## config.mk

```make
export PLATFORM = sky130hd
export DESIGN_NAME = board_eval_flat
export DESIGN_NICKNAME = d
export VERILOG_FILES = /design/src/rtl/chess_pkg.sv /design/src/rtl/board_eval_if.sv /design/src/rtl/board_eval_piece_value.sv /design/src/rtl/board_eval.sv /design/src/flat_wrapper.sv
export SDC_FILE = /design/constraint.sdc
export NUM_CORES = 1
export LEC_CHECK = 0
export BUFFER_PORTS_ARGS = -buffer_cell sky130_fd_sc_hd__buf_4
export CAP_MARGIN = 20
export CORE_UTILIZATION = 40
export CTS_BUF_LIST = sky130_fd_sc_hd__clkbuf_8
export CTS_CLUSTER_DIAMETER = 200
export CTS_CLUSTER_SIZE = 28
export DETAILED_ROUTE_END_ITERATION = 16
export REMOVE_ABC_BUFFERS = 1
export SETUP_SLACK_MARGIN = 0.4
export SYNTH_ARGS = -nofsm -noshare
export SYNTH_HDL_FRONTEND = slang
export SYNTH_SLANG_ARGS = --single-unit
```

## constraint.sdc

```tcl
create_clock -name clk -period 10.6 [get_ports clk]
set_clock_uncertainty 0.1 [all_clocks]
set_input_delay 0.53 -clock clk [delete_from_list [all_inputs] [get_ports clk]]
set_output_delay 0.53 -clock clk [all_outputs]
set_load 0.05 [all_outputs]
```

## src/rtl/chess_pkg.sv

```systemverilog
// Shared chess definitions: piece codes and values, CSR register map,
// evaluator state encoding and a piece-magnitude helper.
package chess_pkg;

  localparam int unsigned BOARD_SQUARES = 64;
  localparam int unsigned WORD_W        = 32;
  localparam int unsigned WORD_BYTES    = WORD_W / 8;
  localparam int unsigned SQ_W          = $clog2(BOARD_SQUARES);
  localparam int unsigned CSR_ADDR_W    = 4;

  typedef logic signed [7:0] piece_t;

  localparam piece_t EMPTY  = 8'sd0;
  localparam piece_t PAWN   = 8'sd1;
  localparam piece_t KNIGHT = 8'sd2;
  localparam piece_t BISHOP = 8'sd3;
  localparam piece_t ROOK   = 8'sd4;
  localparam piece_t QUEEN  = 8'sd5;
  localparam piece_t KING   = 8'sd6;

  localparam logic signed [WORD_W-1:0] VAL_PAWN   = 32'sd100;
  localparam logic signed [WORD_W-1:0] VAL_KNIGHT = 32'sd320;
  localparam logic signed [WORD_W-1:0] VAL_BISHOP = 32'sd330;
  localparam logic signed [WORD_W-1:0] VAL_ROOK   = 32'sd500;
  localparam logic signed [WORD_W-1:0] VAL_QUEEN  = 32'sd900;
  localparam logic signed [WORD_W-1:0] VAL_KING   = 32'sd20000;

  // Write map
  localparam logic [CSR_ADDR_W-1:0] REG_START = 4'd0;
  localparam logic [CSR_ADDR_W-1:0] REG_BASE  = 4'd1;
  localparam logic [CSR_ADDR_W-1:0] REG_COUNT = 4'd2;
  localparam logic [CSR_ADDR_W-1:0] REG_SIDE  = 4'd3;
  // Read map
  localparam logic [CSR_ADDR_W-1:0] REG_BEST_IDX   = 4'd0;
  localparam logic [CSR_ADDR_W-1:0] REG_BEST_SCORE = 4'd1;
  localparam logic [CSR_ADDR_W-1:0] REG_STATUS     = 4'd2;

  typedef enum logic [2:0] {
    ST_IDLE,
    ST_INIT,
    ST_RD,
    ST_SV,
    ST_ACC,
    ST_CMP,
    ST_DONE
  } state_e;

  // -128 maps to 128, which falls outside the legal 1..6 range.
  function automatic logic [7:0] piece_mag(piece_t p);
    return p[7] ? $unsigned(-p) : $unsigned(p);
  endfunction

endpackage

```

## src/rtl/board_eval_if.sv

```systemverilog
// Avalon-MM style bus bundle, used for both the CSR slave port and the
// SDRAM master port of the evaluator.
interface board_eval_if
  import chess_pkg::*;
#(
  parameter int unsigned ADDR_W = 32
) ();

  logic              waitrequest;
  logic [ADDR_W-1:0] address;
  logic              read;
  logic [WORD_W-1:0] readdata;
  logic              readdatavalid;
  logic              write;
  logic [WORD_W-1:0] writedata;

  modport master (
    output address, read, write, writedata,
    input  waitrequest, readdata, readdatavalid
  );

  modport slave (
    input  address, read, write, writedata,
    output waitrequest, readdata, readdatavalid
  );

endinterface

```

## src/rtl/board_eval_piece_value.sv

```systemverilog
// Combinational piece-code to signed material value lookup with an
// illegal-code flag; illegal codes contribute zero.
module piece_value
  import chess_pkg::*;
(
  input  piece_t                   code_i,
  output logic signed [WORD_W-1:0] value_c_o,
  output logic                     illegal_c_o
);

  logic [7:0]               mag_c;
  logic signed [WORD_W-1:0] mag_val_c;

  always_comb begin
    mag_c       = piece_mag(code_i);
    mag_val_c   = '0;
    illegal_c_o = 1'b0;
    unique case (mag_c)
      $unsigned(EMPTY):  mag_val_c = '0;
      $unsigned(PAWN):   mag_val_c = VAL_PAWN;
      $unsigned(KNIGHT): mag_val_c = VAL_KNIGHT;
      $unsigned(BISHOP): mag_val_c = VAL_BISHOP;
      $unsigned(ROOK):   mag_val_c = VAL_ROOK;
      $unsigned(QUEEN):  mag_val_c = VAL_QUEEN;
      $unsigned(KING):   mag_val_c = VAL_KING;
      default:           illegal_c_o = 1'b1;
    endcase
    value_c_o = code_i[7] ? -mag_val_c : mag_val_c;
  end

endmodule

```

## src/rtl/board_eval.sv

```systemverilog
// Material evaluator: reads N child boards from SDRAM square by square and
// reports the best index/score for the side to move.
// Optional centre pawn/knight bonus is enabled by defining BOARD_EVAL_PST_EN.
module board_eval
  import chess_pkg::*;
#(
  parameter int unsigned MAX_BOARDS   = 32,
  parameter int unsigned BOARD_STRIDE = 256
) (
  input  logic         clk,
  input  logic         rst_n,
  board_eval_if.slave  csr,
  board_eval_if.master mem
);

  localparam int unsigned B_W = (MAX_BOARDS > 1) ? $clog2(MAX_BOARDS) : 1;
  localparam int unsigned N_W = $clog2(MAX_BOARDS + 1);
  localparam logic [SQ_W-1:0] LAST_SQ = SQ_W'(BOARD_SQUARES - 1);

  state_e                   state_q, state_d;
  logic [WORD_W-1:0]        base_q, base_d;
  logic [N_W-1:0]           n_q, n_d;
  logic                     side_q, side_d;
  logic [B_W-1:0]           b_q, b_d;
  logic [SQ_W-1:0]          s_q, s_d;
  logic signed [WORD_W-1:0] acc_q, acc_d;
  piece_t                   piece_q, piece_d;
  logic [WORD_W-1:0]        best_idx_q, best_idx_d;
  logic signed [WORD_W-1:0] best_score_q, best_score_d;
  logic                     best_valid_q, best_valid_d;
  logic                     err_q, err_d;
  logic                     rd_q, rd_d;
  logic [WORD_W-1:0]        addr_q, addr_d;
  logic                     wait_q, wait_d;
  logic [WORD_W-1:0]        rdata_q, rdata_d;
  logic                     rvalid_q, rvalid_d;

  logic                     wr_c, rd_c, better_c, illegal_c;
  logic signed [WORD_W-1:0] val_c, sq_val_c;
  logic [CSR_ADDR_W-1:0]    csr_addr_c;
  logic [WORD_W-9:0]        unused_rdata;

  assign csr_addr_c   = csr.address[CSR_ADDR_W-1:0];
  assign unused_rdata = mem.readdata[WORD_W-1:8];
  // Config and start are only taken in IDLE; DONE ignores writes until acked.
  assign wr_c         = csr.write && (state_q == ST_IDLE);
  assign rd_c         = csr.read && !wait_q;
  assign better_c     = side_q ? (acc_q < best_score_q) : (acc_q > best_score_q);

  piece_value u_piece_value (
    .code_i      (piece_q),
    .value_c_o   (val_c),
    .illegal_c_o (illegal_c)
  );

`ifdef BOARD_EVAL_PST_EN
  logic signed [WORD_W-1:0] bonus_c;
  logic                     centre_c, minor_c;

  // Centre bonus for pawns and knights on d4/e4/d5/e5.
  always_comb begin
    centre_c = (s_q == SQ_W'(27)) || (s_q == SQ_W'(28)) ||
               (s_q == SQ_W'(35)) || (s_q == SQ_W'(36));
    minor_c  = (piece_mag(piece_q) == $unsigned(PAWN)) ||
               (piece_mag(piece_q) == $unsigned(KNIGHT));
    bonus_c  = '0;
    if (centre_c && minor_c) begin
      bonus_c = piece_q[7] ? -32'sd10 : 32'sd10;
    end
  end

  assign sq_val_c = val_c + bonus_c;
`else
  assign sq_val_c = val_c;
`endif

  // State register
  always_ff @(posedge clk or negedge rst_n) begin
    if (!rst_n) begin
      state_q <= ST_IDLE;
    end else begin
      state_q <= state_d;
    end
  end

  // Next-state logic
  always_comb begin
    state_d = state_q;
    unique case (state_q)
      ST_IDLE: if (wr_c && (csr_addr_c == REG_START)) state_d = ST_INIT;
      ST_INIT: state_d = (n_q == '0) ? ST_DONE : ST_RD;
      ST_RD:   if (!mem.waitrequest) state_d = ST_SV;
      ST_SV:   if (mem.readdatavalid) state_d = ST_ACC;
      ST_ACC:  state_d = (s_q == LAST_SQ) ? ST_CMP : ST_RD;
      ST_CMP:  state_d = (N_W'(b_q) == (n_q - N_W'(1))) ? ST_DONE : ST_RD;
      ST_DONE: if (rd_c && (csr_addr_c == REG_BEST_IDX)) state_d = ST_IDLE;
      default: state_d = ST_IDLE;
    endcase
  end

  // Datapath and output next values
  always_comb begin
    base_d       = base_q;
    n_d          = n_q;
    side_d       = side_q;
    b_d          = b_q;
    s_d          = s_q;
    acc_d        = acc_q;
    piece_d      = piece_q;
    best_idx_d   = best_idx_q;
    best_score_d = best_score_q;
    best_valid_d = best_valid_q;
    err_d        = err_q;
    rdata_d      = rdata_q;
    rvalid_d     = rd_c;

    unique case (state_q)
      ST_IDLE: begin
        if (wr_c) begin
          unique case (csr_addr_c)
            REG_START: err_d  = 1'b0;
            REG_BASE:  base_d = csr.writedata;
            REG_COUNT: n_d    = (csr.writedata > WORD_W'(MAX_BOARDS)) ?
                                N_W'(MAX_BOARDS) : N_W'(csr.writedata);
            REG_SIDE:  side_d = csr.writedata[0];
            default:   ;
          endcase
        end
      end
      ST_INIT: begin
        b_d          = '0;
        s_d          = '0;
        acc_d        = '0;
        best_valid_d = 1'b0;
        best_idx_d   = '1;
        best_score_d = '0;
      end
      ST_SV: begin
        if (mem.readdatavalid) piece_d = mem.readdata[7:0];
      end
      ST_ACC: begin
        acc_d = acc_q + sq_val_c;
        if (illegal_c) err_d = 1'b1;
        if (s_q != LAST_SQ) s_d = s_q + SQ_W'(1);
      end
      ST_CMP: begin
        // Strict comparison so ties keep the earlier board.
        if (!best_valid_q || better_c) begin
          best_idx_d   = WORD_W'(b_q);
          best_score_d = acc_q;
        end
        best_valid_d = 1'b1;
        b_d          = b_q + B_W'(1);
        s_d          = '0;
        acc_d        = '0;
      end
      default: ;
    endcase

    if (rd_c) begin
      unique case (csr_addr_c)
        REG_BEST_IDX:   rdata_d = best_idx_q;
        REG_BEST_SCORE: rdata_d = best_score_q;
        REG_STATUS:     rdata_d = {30'b0, err_q, state_q == ST_DONE};
        default:        rdata_d = '0;
      endcase
    end

    rd_d   = (state_d == ST_RD);
    wait_d = (state_d != ST_IDLE) && (state_d != ST_DONE);
    addr_d = base_q + WORD_W'(b_d) * WORD_W'(BOARD_STRIDE) +
             WORD_W'(s_d) * WORD_W'(WORD_BYTES);
  end

  // Datapath and output registers
  always_ff @(posedge clk or negedge rst_n) begin
    if (!rst_n) begin
      base_q       <= '0;
      n_q          <= '0;
      side_q       <= 1'b0;
      b_q          <= '0;
      s_q          <= '0;
      acc_q        <= '0;
      piece_q      <= '0;
      best_idx_q   <= '1;
      best_score_q <= '0;
      best_valid_q <= 1'b0;
      err_q        <= 1'b0;
      rd_q         <= 1'b0;
      addr_q       <= '0;
      wait_q       <= 1'b0;
      rdata_q      <= '0;
      rvalid_q     <= 1'b0;
    end else begin
      base_q       <= base_d;
      n_q          <= n_d;
      side_q       <= side_d;
      b_q          <= b_d;
      s_q          <= s_d;
      acc_q        <= acc_d;
      piece_q      <= piece_d;
      best_idx_q   <= best_idx_d;
      best_score_q <= best_score_d;
      best_valid_q <= best_valid_d;
      err_q        <= err_d;
      rd_q         <= rd_d;
      addr_q       <= addr_d;
      wait_q       <= wait_d;
      rdata_q      <= rdata_d;
      rvalid_q     <= rvalid_d;
    end
  end

  assign csr.waitrequest   = wait_q;
  assign csr.readdata      = rdata_q;
  assign csr.readdatavalid = rvalid_q;
  assign mem.read          = rd_q;
  assign mem.address       = addr_q;
  assign mem.write         = 1'b0;
  assign mem.writedata     = 32'hFFFF_FFFF;

endmodule
```

## src/flat_wrapper.sv

```systemverilog
// flat-port wrapper written by rule: the top's interface ports become plain ports
module board_eval_flat import chess_pkg::*;
#(
  parameter int unsigned MAX_BOARDS   = 32,
  parameter int unsigned BOARD_STRIDE = 256
)
  (clk, rst_n, csr_address, csr_read, csr_write, csr_writedata, csr_waitrequest, csr_readdata, csr_readdatavalid, mem_address, mem_read, mem_write, mem_writedata, mem_waitrequest, mem_readdata, mem_readdatavalid);
  board_eval_if csr_i ();
  board_eval_if mem_i ();
  input  logic clk;
  input  logic rst_n;
  input wire logic [$bits(csr_i.address)-1:0] csr_address;
  input wire logic [$bits(csr_i.read)-1:0] csr_read;
  input wire logic [$bits(csr_i.write)-1:0] csr_write;
  input wire logic [$bits(csr_i.writedata)-1:0] csr_writedata;
  output wire logic [$bits(csr_i.waitrequest)-1:0] csr_waitrequest;
  output wire logic [$bits(csr_i.readdata)-1:0] csr_readdata;
  output wire logic [$bits(csr_i.readdatavalid)-1:0] csr_readdatavalid;
  output wire logic [$bits(mem_i.address)-1:0] mem_address;
  output wire logic [$bits(mem_i.read)-1:0] mem_read;
  output wire logic [$bits(mem_i.write)-1:0] mem_write;
  output wire logic [$bits(mem_i.writedata)-1:0] mem_writedata;
  input wire logic [$bits(mem_i.waitrequest)-1:0] mem_waitrequest;
  input wire logic [$bits(mem_i.readdata)-1:0] mem_readdata;
  input wire logic [$bits(mem_i.readdatavalid)-1:0] mem_readdatavalid;
  assign csr_i.address = csr_address;
  assign csr_i.read = csr_read;
  assign csr_i.write = csr_write;
  assign csr_i.writedata = csr_writedata;
  assign csr_waitrequest = csr_i.waitrequest;
  assign csr_readdata = csr_i.readdata;
  assign csr_readdatavalid = csr_i.readdatavalid;
  assign mem_address = mem_i.address;
  assign mem_read = mem_i.read;
  assign mem_write = mem_i.write;
  assign mem_writedata = mem_i.writedata;
  assign mem_i.waitrequest = mem_waitrequest;
  assign mem_i.readdata = mem_readdata;
  assign mem_i.readdatavalid = mem_readdatavalid;
  board_eval #(.MAX_BOARDS(MAX_BOARDS), .BOARD_STRIDE(BOARD_STRIDE)) u_core (.clk(clk), .rst_n(rst_n), .csr(csr_i), .mem(mem_i));
endmodule
```

==> results by stage, run 1 <==
Synth:
- Sequential elements use 42.0% of the synthesized area.
- In this run, distinct cell masters in the synthesized netlist total 74.
- The synthesized design contains 198 register bits.
- The count of mapped cells out of synthesis is 1,262.
- Among all flip-flop cells after synthesis, the most frequent one is sky130_fd_sc_hd__dfrtp_1.
- The synthesized area divided by synthesized cell count is 9.37 um^2.
- During synthesis, Yosys emitted a total of 0 warnings.
- Yosys mapped a number of flops with a built-in enable equal to 0.
- In the synthesized netlist the async set-or-reset flop fraction comes to 100%.
- The post-synthesis instance area is 0.0118 mm^2.

Final layout:
- The non-filler instance count after layout is 1,752.
- Fill cells in the final layout number 2,834.
- The number of nets in the finished design is 1,546.
- In the final layout, the share of cells above drive strength 1 is 17.0%.
- The number of antenna diodes in the final layout is 0.
- The final design utilization is 46.5%.
- In the layout the commonest cells are sky130_fd_sc_hd__dfrtp_1 (192), sky130_fd_sc_hd__buf_4 (127), sky130_fd_sc_hd__nand2_1 (125).
- The leading cell type in the layout, fill and taps excluded is sky130_fd_sc_hd__dfrtp_1.
- The post-route standard cell area excluding fillers is 0.0134 mm^2.
- The layout-stage area growth over the synthesis result is 13.5%.

Power:
- The worst vdd rail ir drop is 0.000168 V.
- The leakage component of the power is 6.40 nW.
- The power density over the cells is 279 mW/mm^2.

Global route:
- The first global-routing pass estimated 46,600 um of wire.
- The all-layer global routing usage is 19.1%.
- The maximum number of pins on one net before global-route repair is 72.
- The number of global-route vias before repair is 9,152.
- The total overflow left after global routing is 0.
- The initial antenna violation count is 0.

Status:
- The flow ran to the end, and the final reports show no timing, DRC or antenna violations.

Timing:
- In this run the tightest slew margin relative to its limit is 31.2%.
- After layout, the worst path uses 64.6% of the clock period.
- The total setup violations reported at the end of the flow is 0.
- The number of hold violations in the final report came to 0.
- Setup repair after global routing left no endpoint under its margin.
- For the pin with the worst max-slew slack, the measured transition is 1.03 ns.
- After layout, the minimum clock period comes to 6.85 ns.
- Static timing analysis puts the maximum clock frequency at 146 MHz.
- The setup TNS after final layout is 0 ns.
- The count of pins over their slew limit was 0.

Setup path:
- The largest driver fanout on the critical path is 22.
- The cell with the largest stage delay on the worst path is sky130_fd_sc_hd__dfrtp_1.
- The worst path arrival time is 7.17 ns.
- STA classifies the critical path startpoint as a register.
- The kind of end point of the critical path is a register.
- The startpoint-to-endpoint class of the critical path is reg -> reg.
- Setup slack on the worst reg-to-reg path comes out at 3.75 ns.
- The depth of the worst register-to-register path is 22.
- The startpoint identified for the worst register-to-register timing path is u_core.piece_q[7].
- The endpoint identified for the worst register-to-register timing path is u_core.acc_q[30].
- The signal on the critical path passes through clkinv_1, a31o_2, a32o_1, nand2_1, o21bai_1, inv_1, ha_1, inv_1, a31o_2, nor3b_2, a21oi_2, xnor2_1, ha_1, nand4_1, o21ai_0, nor2_1, o22ai_1, nor2_1, o21ai_1, a21oi_1, or4_1, nand3_1.
- Data on the critical path is required at its endpoint by 10.93 ns.
- The largest single stage delay on the critical path is 0.84 ns.

Clocking:
- The worst-case clock buffer depth is 2.
- TritonCTS built the clock tree.
- After clock tree synthesis, the setup repair step added 0 buffers.
- The count of instances resized after the clock tree is built is 0.
- In this run the clock root is driven by a sky130_fd_sc_hd__clkbuf_8.
- The clock transition at the registers of the reported paths is 0.14 ns.
- Clock tree synthesis inserted a total of 17 buffers.
- The number of sinks handled by clock tree synthesis is 198.
- The post-cts hold buffer count is 1.
- The maximum level of the CTS H-tree is 4.
- The worst-skew pair later-pin latency is 0.50 ns.

Floorplanning:
- The number of I/O pins is 202.
- The floorplan step defined a core boundary enclosing 0.0289 mm^2.
- After floorplanning, the core was divided into 62 placement rows.
- For this configuration, the core starts out at a cell density of 41.0%.
- The total die area is 0.0303 mm^2.
- The x dimension of the die is 174 um.
- The height of the die is 174 um.

Flow run:
- Max-cap violations in this run came to 0.

Route:
- The ratio of routed vias to standard cells is 5.35.
- After detailed routing, the number of remaining DRC violations is 0.
- The detailed-route wire length per cell is 16.3 um.
- Across all layers, the routed design uses 9,370 vias.
- Summed over all layers, the routed wires come to 28,500 um.
- The number of detailed-routing iterations run before antenna repair is 5.
- The count of nets left with antenna violations once routing finished came out at 0.
- The DRC marker count from the first detailed-route iteration is 611.

Worst hold path:
- For hold timing, the worst endpoint is u_core.base_q[8].
- The min-delay analysis places its worst path in the category in -> reg.
- The count of cells along the worst hold path is 2.
- The worst hold path begins at csr_writedata[8].

Placed design:
- Once placement finished, the instance area stood at 0.0129 mm^2.
- The placer congestion estimate is 0.859.
- The wire-length estimate of the detail-placed layout is 19,800 um.
- The number of port buffers is 116.
- The instance count after placement with tap cells included is 1,718.
-- worst max-delay path by stage --
stage,start,depth (start not counted),to
global placement,u_core.piece_q[7],22,u_core.acc_q[23]
detailed placement,u_core.piece_q[7],22,u_core.acc_q[23]
floorplan,u_core.piece_q[7],22,u_core.acc_q[23]
global route,u_core.piece_q[7],22,u_core.acc_q[23]
CTS,u_core.piece_q[7],22,u_core.acc_q[23]
finish,u_core.piece_q[7],22,u_core.acc_q[30]
-- per-layer routing --
layer  vias to the layer above  part of all wire, %  GRT usage, %  wire (um)
li1                       4621                    -             -          -
met1                      4506                   48          26.0      13700
met2                       203                   46          31.7      13200
met3                        40                  3.3          2.45        951
met4                         0                  2.1          5.99        597
met5                         -                    0             0          0
-- Yosys cell counts, types with 6 or more instances --
master | number | area [um^2]
sky130_fd_sc_hd__a31o_2 | 6 | 52.6
sky130_fd_sc_hd__inv_1 | 71 | 267
sky130_fd_sc_hd__buf_4 | 33 | 248
sky130_fd_sc_hd__mux2_2 | 41 | 462
sky130_fd_sc_hd__nor4_1 | 8 | 50.1
sky130_fd_sc_hd__nand2b_1 | 11 | 68.8
sky130_fd_sc_hd__nor2_1 | 52 | 195
sky130_fd_sc_hd__xnor2_1 | 41 | 359
sky130_fd_sc_hd__o21ai_0 | 96 | 480
sky130_fd_sc_hd__mux2i_1 | 8 | 80.1
sky130_fd_sc_hd__and3_1 | 13 | 81.3
sky130_fd_sc_hd__a21oi_1 | 82 | 410
sky130_fd_sc_hd__dfrtp_1 | 192 | 4800
sky130_fd_sc_hd__buf_2 | 6 | 30.0
sky130_fd_sc_hd__clkbuf_1 | 42 | 158
sky130_fd_sc_hd__a21o_1 | 24 | 180
sky130_fd_sc_hd__o31a_1 | 6 | 52.6
sky130_fd_sc_hd__ha_1 | 87 | 1090
sky130_fd_sc_hd__dfstp_2 | 6 | 158
sky130_fd_sc_hd__a31oi_1 | 18 | 113
sky130_fd_sc_hd__nor2b_1 | 9 | 56.3
sky130_fd_sc_hd__o211ai_1 | 18 | 135
sky130_fd_sc_hd__nand3_1 | 89 | 445
sky130_fd_sc_hd__a211oi_1 | 9 | 67.6
sky130_fd_sc_hd__a22o_1 | 22 | 193
sky130_fd_sc_hd__nand2_1 | 125 | 469
sky130_fd_sc_hd__nor3_1 | 21 | 105
sky130_fd_sc_hd__xor2_1 | 22 | 193
-- sequential cells by signal (all words and copies together) (netlist names), 6 cells and up --
register and cells:
u_core.base_q 32, u_core.csr.readdata 32, u_core.mem.address 32, u_core.acc_q 31
u_core.best_score_q 31, u_core.piece_q 8, u_core.best_idx_q 6, u_core.n_q 6
u_core.s_q 6
-- power breakdown --
group / total (W) / internal (W) / switching (W)
Sequential: 0.00118 / 0.000979 / 0.000204
Combinational: 0.00201 / 0.000747 / 0.00127
Clock: 0.000547 / 0.000196 / 0.000351
-- critical path: cells and delay by family, from the launching register on --
kind	cells	cell delay [ns]
flip-flops	1	0.84
XOR/XNOR	1	0.18
AO/OA/AOI/OAI	9	2.38
adder cells (fa/ha/maj)	2	0.58
AND/OR/NAND/NOR	7	1.79
buffers and inverters	3	0.91
-- area by class of cell --
type	instances	area, um^2	share of cell area (%)
repair buffers	130	992	7.39
inverters	73	274	2.04
flip-flops and latches	198	4960	37.0
well taps	384	480	3.58
multi-input cells	935	6260	46.6
clock buffers	17	234	1.74
clock inverters	15	220	1.64
-- metrics by stage --
step	hold WS (ns)	total power [W]	setup WS [ns]
after global routing	0.134	0.00401	3.26
after global placement	0.256	0.00314	3.93
after floorplan	0.134	0.00258	5.02
after CTS	0.135	0.00374	3.85
final	0.160	0.00374	3.75
after detailed placement	0.260	0.00318	3.88
-- kinds of logic (layout without fill, tap and decap cells) --
| logic type | after synthesis | after routing | share of synthesized area [%] |
|---|---|---|---|
| and+or+nand+nor | 367 | 367 | 15.0 |
| AOI/OAI and AO/OA | 334 | 334 | 18.0 |
| DFF | 198 | 198 | 42.0 |
| buffers and inverters | 160 | 235 | 6.25 |
| adders and majority gates | 89 | 89 | 9.54 |
| xor gates and xnor gates | 63 | 63 | 4.67 |
| muxes | 49 | 49 | 4.58 |
| other | 2 | 33 | 0.0635 |
No activity file was read; power rests on OpenSTA's default activity.
==> inputs of run 2 (changes only) <==
clock period = 6.9 ns   (was 10.6 ns; I/O delays follow)
==> run 2 against run 1 <==
Against the previous run: first-iteration DRC count is 15% lower; critical endpoint is now u_core.acc_q[28]; worst setup slack worse by 3.0 ns; sequential power is 53% higher; utilization increased by 1.3 points; maximum frequency grew 12%; clock power up 48%; via count up 1.9%; sequential cell count unchanged; highest routed layer unchanged; global-route usage increased by 0.38 points; design area is 2.9% higher.
==> results by stage, run 2 (synthesis results as in run 1) <==
Floorplanning:
- The number of I/O pins is 202 (unchanged).
- The total die area came to 0.0303 mm^2 (unchanged).
- The effective utilization at floorplan is 41.0% (unchanged).
- The height of the die came to 174 um (unchanged).
- The placeable core region was 0.0289 mm^2 (unchanged).
- The floorplan row count was 62 (unchanged).
- The x dimension of the die came to 174 um (unchanged).

Clocking:
- The maximum level of the CTS H-tree was 4 (unchanged).
- The worst-case clock buffer depth is 2 (unchanged).
- The CTS tree is built.
- The number of buffers created by CTS is 17 (unchanged).
- The worst-skew pair later-pin latency is 0.50 ns (about the same).
- The clock transition at the registers of the reported paths was 0.11 ns (-0.03 ns).
- In this run the clock root is driven by a sky130_fd_sc_hd__clkbuf_8.
- The number of sinks handled by clock tree synthesis is 198 (unchanged).

Setup path:
- The depth of the worst register-to-register path is 25 (+14%).
- The required time of the critical path was 7.15 ns (-3.78 ns).
- The maximum single-stage delay on the critical path is 0.46 ns (-0.38 ns).
- The setup slack of the most critical reg-to-reg path is 0.80 ns (-2.96 ns).
- The worst path arrival time is 6.35 ns (-0.82 ns).
- The startpoint-to-endpoint class of the critical path is reg -> reg.
- The combined buffer and inverter count along the critical path came to 3 (unchanged).
- The kind of end point of the critical path is a register.
- STA classifies the critical path startpoint as a register.
- The gate family responsible for the most delay along the worst path is compound AO/OA/AOI/OAI gates.
- For this design, the slowest cell found on the critical path is sky130_fd_sc_hd__dfrtp_1.
- In this run the critical register-to-register path is launched from u_core.piece_q[0].
- The worst setup path startpoint is u_core.piece_q[0].
- The largest driver fanout on the critical path came to 8 (-64%).
- In this run the critical register-to-register path is captured at u_core.acc_q[28].
- Counting stages on the worst path, the most repeated cell is sky130_fd_sc_hd__ha_1.

Worst hold path:
- The endpoint with the worst hold slack is u_core.n_q[0].
- The path class of the tightest hold or removal check is in -> reg.
- The count of cells along the worst hold path was 2 (unchanged).
- The launch point of the worst hold path is csr_writedata[0].

Power:
- The worst vdd rail ir drop is 0.000261 V (+55%).
- The leakage component of the power was 6.57 nW (+2.6%).
- The power density over the cells is 417 mW/mm^2 (+50%).

Route:
- The wire length after detailed routing came to 28,800 um (+1.2%).
- The DRC marker count from the first detailed-route iteration came to 521 (-15%).
- The number of nets with antenna violations after detailed routing is 0 (unchanged).
- The total via count in the routed design is 9,546 (+1.9%).
- The number of detailed-routing iterations run before antenna repair came to 7 (+2).
- The post-route DRC violation count is 0 (unchanged).
- The ratio of routed vias to standard cells is 5.32 (-0.45%).
- The detailed-route wire length per cell is 16.1 um (-1.1%).

Global route:
- The all-layer global routing usage was 19.5% (+0.38 points).
- The global-route congestion overflow total is 0 (unchanged).
- The global-route wire length before repair was 47,300 um (+1.4%).
- The maximum number of pins on one net before global-route repair is 103 (+43%).
- The initial antenna violation count is 0 (unchanged).
- The number of global-route vias before repair came to 9,332 (+2.0%).

Final layout:
- The library cell used most frequently in the layout, excluding fill and tap cells, is sky130_fd_sc_hd__dfrtp_1.
- The non-filler instance count after layout is 1,793 (+2.3%).
- The storage element area is 0.00496 mm^2 (unchanged).
- The number of nets in the finished design is 1,587 (+2.7%).
- The total of fill cells in the finished design came to 2,797 (-1.3%).
- The diode insertion count for antenna repair was 0 (unchanged).
- The share of final-layout standard cells stronger than drive strength 1 is 16.7% (-0.35 points).
- The area taken by multi-input logic gates was 0.00625 mm^2 (about the same).
- The library cells used most frequently in the layout, excluding fill and tap cells, are sky130_fd_sc_hd__dfrtp_1 (192), sky130_fd_sc_hd__buf_4 (130), sky130_fd_sc_hd__nand2_1 (125).
- The layout-stage area growth over the synthesis result is 16.8%.

Flow run:
- The count of maximum capacitance violations is 0 (unchanged).

Timing:
- The maximum operating frequency came to 164 MHz (+12%).
- The total setup violations reported at the end of the flow is 0 (unchanged).
- The actual transition at the worst max-transition pin is 1.01 ns (-0.0181 ns).
- The number of hold violations in the final report is 0 (unchanged).
- The final critical path time including I/O delays and setup is 6.10 ns (-0.744 ns).
- The final critical-path share of the clock period is 88.4% (+24 points).
- The count of pins over their slew limit is 0 (unchanged).
- The setup TNS after final layout is 0 ns (unchanged).
- The normalized max-slew margin is 32.1% (+0.97 points).
- Setup repair after global routing left no endpoint under its margin.

Status:
- The run finished with clean final reports.

Placed design:
- The number of port buffers is 116 (unchanged).
- The HPWL after detailed placement is 20,000 um (+0.80%).
- The instance count after placement with tap cells included is 1,721 (+0.17%).
- The placer congestion estimate is 0.873 (+1.6%).
-- run 2: worst max-delay path by stage --
stage	end	cells past startpoint
finish	u_core.acc_q[28]	25
CTS	u_core.acc_q[28]	25
global route	u_core.acc_q[28]	25
floorplan	u_core.acc_q[23]	22
detailed placement	u_core.acc_q[28]	25
global placement	u_core.acc_q[28]	25
-- run 2: final cells by class --
class,instances,area share (%)
inverter,73,1.98
clock inverter,15,1.51
tap,384,3.48
sequential,198,35.9
clock buffer,17,1.69
multi-input combinational,935,45.3
timing repair buffer,171,10.1
-- run 2: worst register-to-register path, cell delays in order (launching register included) --
cell and delay [ns]:
sky130_fd_sc_hd__dfrtp_1 0.46, sky130_fd_sc_hd__inv_1 0.17, sky130_fd_sc_hd__ha_1 0.28, sky130_fd_sc_hd__nor3b_1 0.25, sky130_fd_sc_hd__mux2i_1 0.25, sky130_fd_sc_hd__o21ai_2 0.15, sky130_fd_sc_hd__o211a_1 0.25, sky130_fd_sc_hd__o21bai_1 0.24
sky130_fd_sc_hd__inv_1 0.07, sky130_fd_sc_hd__ha_1 0.15, sky130_fd_sc_hd__inv_1 0.05, sky130_fd_sc_hd__nor2_1 0.27, sky130_fd_sc_hd__nand3_1 0.22, sky130_fd_sc_hd__nor2_1 0.16, sky130_fd_sc_hd__ha_1 0.25, sky130_fd_sc_hd__a21o_1 0.21
sky130_fd_sc_hd__ha_1 0.34, sky130_fd_sc_hd__a21o_1 0.19, sky130_fd_sc_hd__a21o_1 0.18, sky130_fd_sc_hd__a2111oi_0 0.46, sky130_fd_sc_hd__nor3_1 0.12, sky130_fd_sc_hd__nor2_1 0.27, sky130_fd_sc_hd__o21ai_1 0.24, sky130_fd_sc_hd__a211oi_1 0.30
sky130_fd_sc_hd__mux2i_1 0.22, sky130_fd_sc_hd__o311ai_0 0.13
-- run 2: repair_timing --
item	in CTS	in global routing
setup buffers	0	0
hold buffers	39	0
resized for setup	0	0
setup endpoints to repair	0	0
endpoints found under the hold margin	140	0
-- run 2: through the flow --
step	utilization, %	total power (W)	hold slack (ns)	worst slack (ns)	instance area (um^2)
2_1_floorplan	-	0.00396	-0.0506	1.32	11500
3_3_place_gp	44.9	0.00484	0.256	1.06	13000
3_5_place_dp	44.9	0.00490	0.265	0.968	13000
4_1_cts	47.8	0.00575	0.00607	0.915	13800
5_1_grt	47.9	0.00617	0.0249	0.427	13800
6_report	47.9	0.00576	0.0361	0.798	13800
-- run 2: power breakdown --
part	switching (W)	internal, W
clock network	0.000519	0.000293
logic	0.00198	0.00117
registers	0.000293	0.00150
-- run 2: layer usage --
metal | share of wire [%] | vias up | GRT usage [%]
li1 | - | 4707 | -
met1 | 47 | 4591 | 26.8
met2 | 47 | 207 | 31.8
met3 | 3.5 | 41 | 2.56
met4 | 2.0 | 0 | 6.32
met5 | 0 | - | 0
==> inputs of run 3 (changes only) <==
CELL_PAD_IN_SITES_DETAIL_PLACEMENT = 0   (was unset)
CELL_PAD_IN_SITES_GLOBAL_PLACEMENT = 2   (was unset)
CORE_UTILIZATION = 36   (was 40)
PLACE_DENSITY_LB_ADDON = 0.1   (was unset)
==> run 3 against run 2 <==
Against the previous run: cell count grew 3.3%; non-clock buffer count grew 2; sequential cell count is the same; clock power shrank 4.4%; hold slack gained 0.0061 ns; largest power group unchanged; power shrank 1.2%.
==> results by stage, run 3 (synthesis results as in run 1) <==
Status:
- The flow ran to the end, and the final reports show no timing, DRC or antenna violations.

Final layout:
- The post-route standard cell area excluding fillers is 0.0139 mm^2 (+0.52%).
- The number of nets in the finished design was 1,589 (+0.13%).
- The total of fill cells in the finished design is 3,244 (+16%).
- Leaving out fill and tap cells, the most frequent cells in the layout are sky130_fd_sc_hd__dfrtp_1 (192), sky130_fd_sc_hd__buf_4 (131), sky130_fd_sc_hd__nand2_1 (125).
- The share of final-layout standard cells stronger than drive strength 1 came to 16.9% (+0.26 points).
- The diode insertion count for antenna repair came to 0 (unchanged).
- The non-filler instance count after layout came to 1,853 (+3.3%).
- The layout-stage area growth over the synthesis result is 17.4%.
- Leaving out fill and tap cells, the most frequent cell in the layout is sky130_fd_sc_hd__dfrtp_1.

Power:
- The net switching share of the total power is 47.7% (-0.78 points).
- The part of the power in the clock network was 13.6% (-0.5 points).
- The share of power burned in registers is 32.1% (+0.9 points).
- The cell-internal power came to 0.00298 W (+0.34%).
- The share of total power in combinational logic is 54.3% (-0.4 points).
- The power dissipated by switching net loads was 0.00271 W (-2.7%).
- The worst vdd rail ir drop is 0.000255 V (-2.0%).
- The leakage component of the power came to 6.56 nW (-0.11%).
- The power density over the cells is 410 mW/mm^2 (-1.7%).

Global route:
- The number of global-route vias before repair is 9,255 (-0.83%).
- The maximum number of pins on one net before global-route repair is 103 (unchanged).
- The initial antenna violation count is 0 (unchanged).
- The all-layer global routing usage is 19.4% (-0.15 points).
- The global-route congestion overflow total came to 0 (unchanged).
- The global-route wire length before repair is 50,300 um (+6.5%).

Placed design:
- The instance count after placement with tap cells included is 1,780 (+3.4%).
- The placer congestion estimate came to 0.805 (-7.8%).
- The standard cell area after detailed placement was 0.0130 mm^2 (+0.62%).
- The number of port buffers is 116 (unchanged).
- The HPWL after detailed placement was 22,200 um (+11%).

Route:
- The total via count in the routed design is 9,487 (-0.62%).
- The wire length after detailed routing was 31,300 um (+8.6%).
- The ratio of routed vias to standard cells is 5.12 (-3.8%).
- The detailed-route wire length per cell is 16.9 um (+5.1%).
- The number of nets with antenna violations after detailed routing is 0 (unchanged).
- The post-route DRC violation count is 0 (unchanged).
- The number of detailed-routing iterations run before antenna repair was 5 (-2).
- The DRC marker count from the first detailed-route iteration is 464 (-11%).

Timing:
- The setup TNS after final layout is 0 ns (unchanged).
- The worst hold margin is 0.0422 ns (+0.00611 ns).
- The number of hold violations in the final report is 0 (unchanged).
- Setup repair after global routing left no endpoint under its margin.
- The actual transition at the worst max-transition pin came to 0.982 ns (-0.0321 ns).
- The count of pins over their slew limit came to 0 (unchanged).
- The maximum operating frequency is 169 MHz (+3.3%).
- The total setup violations reported at the end of the flow was 0 (unchanged).
- The final critical-path share of the clock period came to 85.6% (-2.9 points).
- The normalized max-slew margin is 34.3% (+2.1 points).
- The final critical path time including I/O delays and setup is 5.90 ns (-0.197 ns).

Floorplanning:
- The x dimension of the die is 183 um (+5.3%).
- The placeable core region came to 0.0325 mm^2 (+12%).
- The floorplan row count is 66 (+6.5%).
- The total die area is 0.0336 mm^2 (+11%).
- The effective utilization at floorplan came to 36.4% (-4.5 points).
- The height of the die is 183 um (+5.3%).
- The number of I/O pins is 202 (unchanged).

Setup path:
- The worst path arrival time is 6.19 ns (-0.16 ns).
- The largest driver fanout on the critical path is 8 (unchanged).
- The required time of the critical path was 7.19 ns (+0.04 ns).
- The startpoint-to-endpoint class of the critical path is reg -> reg.
- STA classifies the critical path endpoint as a register.
- The setup slack of the most critical reg-to-reg path is 1.0 ns (+0.20 ns).
- STA classifies the critical path startpoint as a register.

Clocking:
- The number of sinks handled by clock tree synthesis is 198 (unchanged).
- The number of buffers created by CTS is 17 (unchanged).
- TritonCTS built the clock tree.
- The worst-skew pair later-pin latency was 0.51 ns (about the same).
- Clock tree synthesis selected as its root buffer the cell sky130_fd_sc_hd__clkbuf_8.
- The number of buffers inserted by post-CTS setup repair was 0 (unchanged).
- The worst-case clock buffer depth is 2 (unchanged).
- The maximum level of the CTS H-tree is 4 (unchanged).
- The clock transition at the registers of the reported paths is 0.11 ns (about the same).

Flow run:
- The count of maximum capacitance violations is 0 (unchanged).

Worst hold path:
- The path class of the lowest-slack min-delay path is in -> reg.
-- run 3: final timing paths --
path,start,end,cells past startpoint
hold / removal,csr_writedata[5],u_core.n_q[5],3
max in group asynchronous,rst_n,u_core.base_q[20],3
setup / recovery,u_core.piece_q[0],u_core.acc_q[28],25
min in group asynchronous,rst_n,u_core.acc_q[13],2
hold reg to reg,u_core.base_q[1],u_core.mem.address[1],0
setup reg to reg,u_core.piece_q[0],u_core.acc_q[28],25
-- run 3: final cells by class --
type                            count  area [um^2]  share of cell area [%]
Multi-Input combinational cell    935         6270                    45.2
Sequential cell                   198         4960                    35.7
Timing Repair Buffer              173         1420                    10.2
Tap cell                          442          553                    3.98
Clock buffer                       20          275                    1.98
Inverter                           73          274                    1.97
Clock inverter                     12          119                   0.856
-- run 3: worst max-delay path: stages, from the launching register on --
cell                        delay [ns]
sky130_fd_sc_hd__dfrtp_1          0.45
sky130_fd_sc_hd__inv_1            0.16
sky130_fd_sc_hd__ha_1             0.28
sky130_fd_sc_hd__nor3b_1          0.27
sky130_fd_sc_hd__mux2i_1          0.25
sky130_fd_sc_hd__o21ai_2          0.14
sky130_fd_sc_hd__o211a_1          0.27
sky130_fd_sc_hd__o21bai_1         0.25
sky130_fd_sc_hd__inv_1            0.07
sky130_fd_sc_hd__ha_1             0.17
sky130_fd_sc_hd__inv_1            0.06
sky130_fd_sc_hd__nor2_1           0.19
sky130_fd_sc_hd__nand3_1          0.23
sky130_fd_sc_hd__nor2_1           0.17
sky130_fd_sc_hd__ha_1             0.24
sky130_fd_sc_hd__a21o_1           0.20
sky130_fd_sc_hd__ha_1             0.34
sky130_fd_sc_hd__a21o_1           0.20
sky130_fd_sc_hd__a21o_1           0.18
sky130_fd_sc_hd__a2111oi_0        0.42
sky130_fd_sc_hd__nor3_1           0.11
sky130_fd_sc_hd__nor2_1           0.29
sky130_fd_sc_hd__o21ai_2          0.19
sky130_fd_sc_hd__a211oi_2         0.25
sky130_fd_sc_hd__mux2i_1          0.19
sky130_fd_sc_hd__o311ai_0         0.13
-- run 3: repair_timing --
item | in CTS | in global routing
hold endpoints to repair | 144 | 0
gates resized for setup | 0 | 5
endpoints found under the setup margin | 0 | 7
hold buffers | 40 | 0
-- run 3: power by group through the flow --
| stage | logic, W | clock network (W) | registers, W |
|---|---|---|---|
| after floorplan | 0.00185 | 0 | 0.00211 |
| after global placement | 0.00307 | 0 | 0.00185 |
| after detailed placement | 0.00309 | 0 | 0.00186 |
| after CTS | 0.00312 | 0.000809 | 0.00183 |
| after global routing | 0.00344 | 0.000854 | 0.00188 |
| final | 0.00309 | 0.000776 | 0.00183 |
-- run 3: routing by layer --
metal / track usage (%) / wire length (um) / vias to the layer above
li1: - / - / 4719
met1: 26.9 / 15200 / 4609
met2: 31.8 / 14900 / 149
met3: 3.30 / 1020 / 10
met4: 3.63 / 192 / 0
met5: 0 / 0 / -
-- run 3: per-stage QoR --
step / power [W] / setup slack, ns / utilization, %
floorplan: 0.00396 / 1.32 / -
global placement: 0.00493 / 0.790 / 40.2
detailed placement: 0.00495 / 0.779 / 40.2
CTS: 0.00576 / 0.784 / 42.6
global route: 0.00617 / 0.443 / 42.8
finish: 0.00569 / 0.995 / 42.8
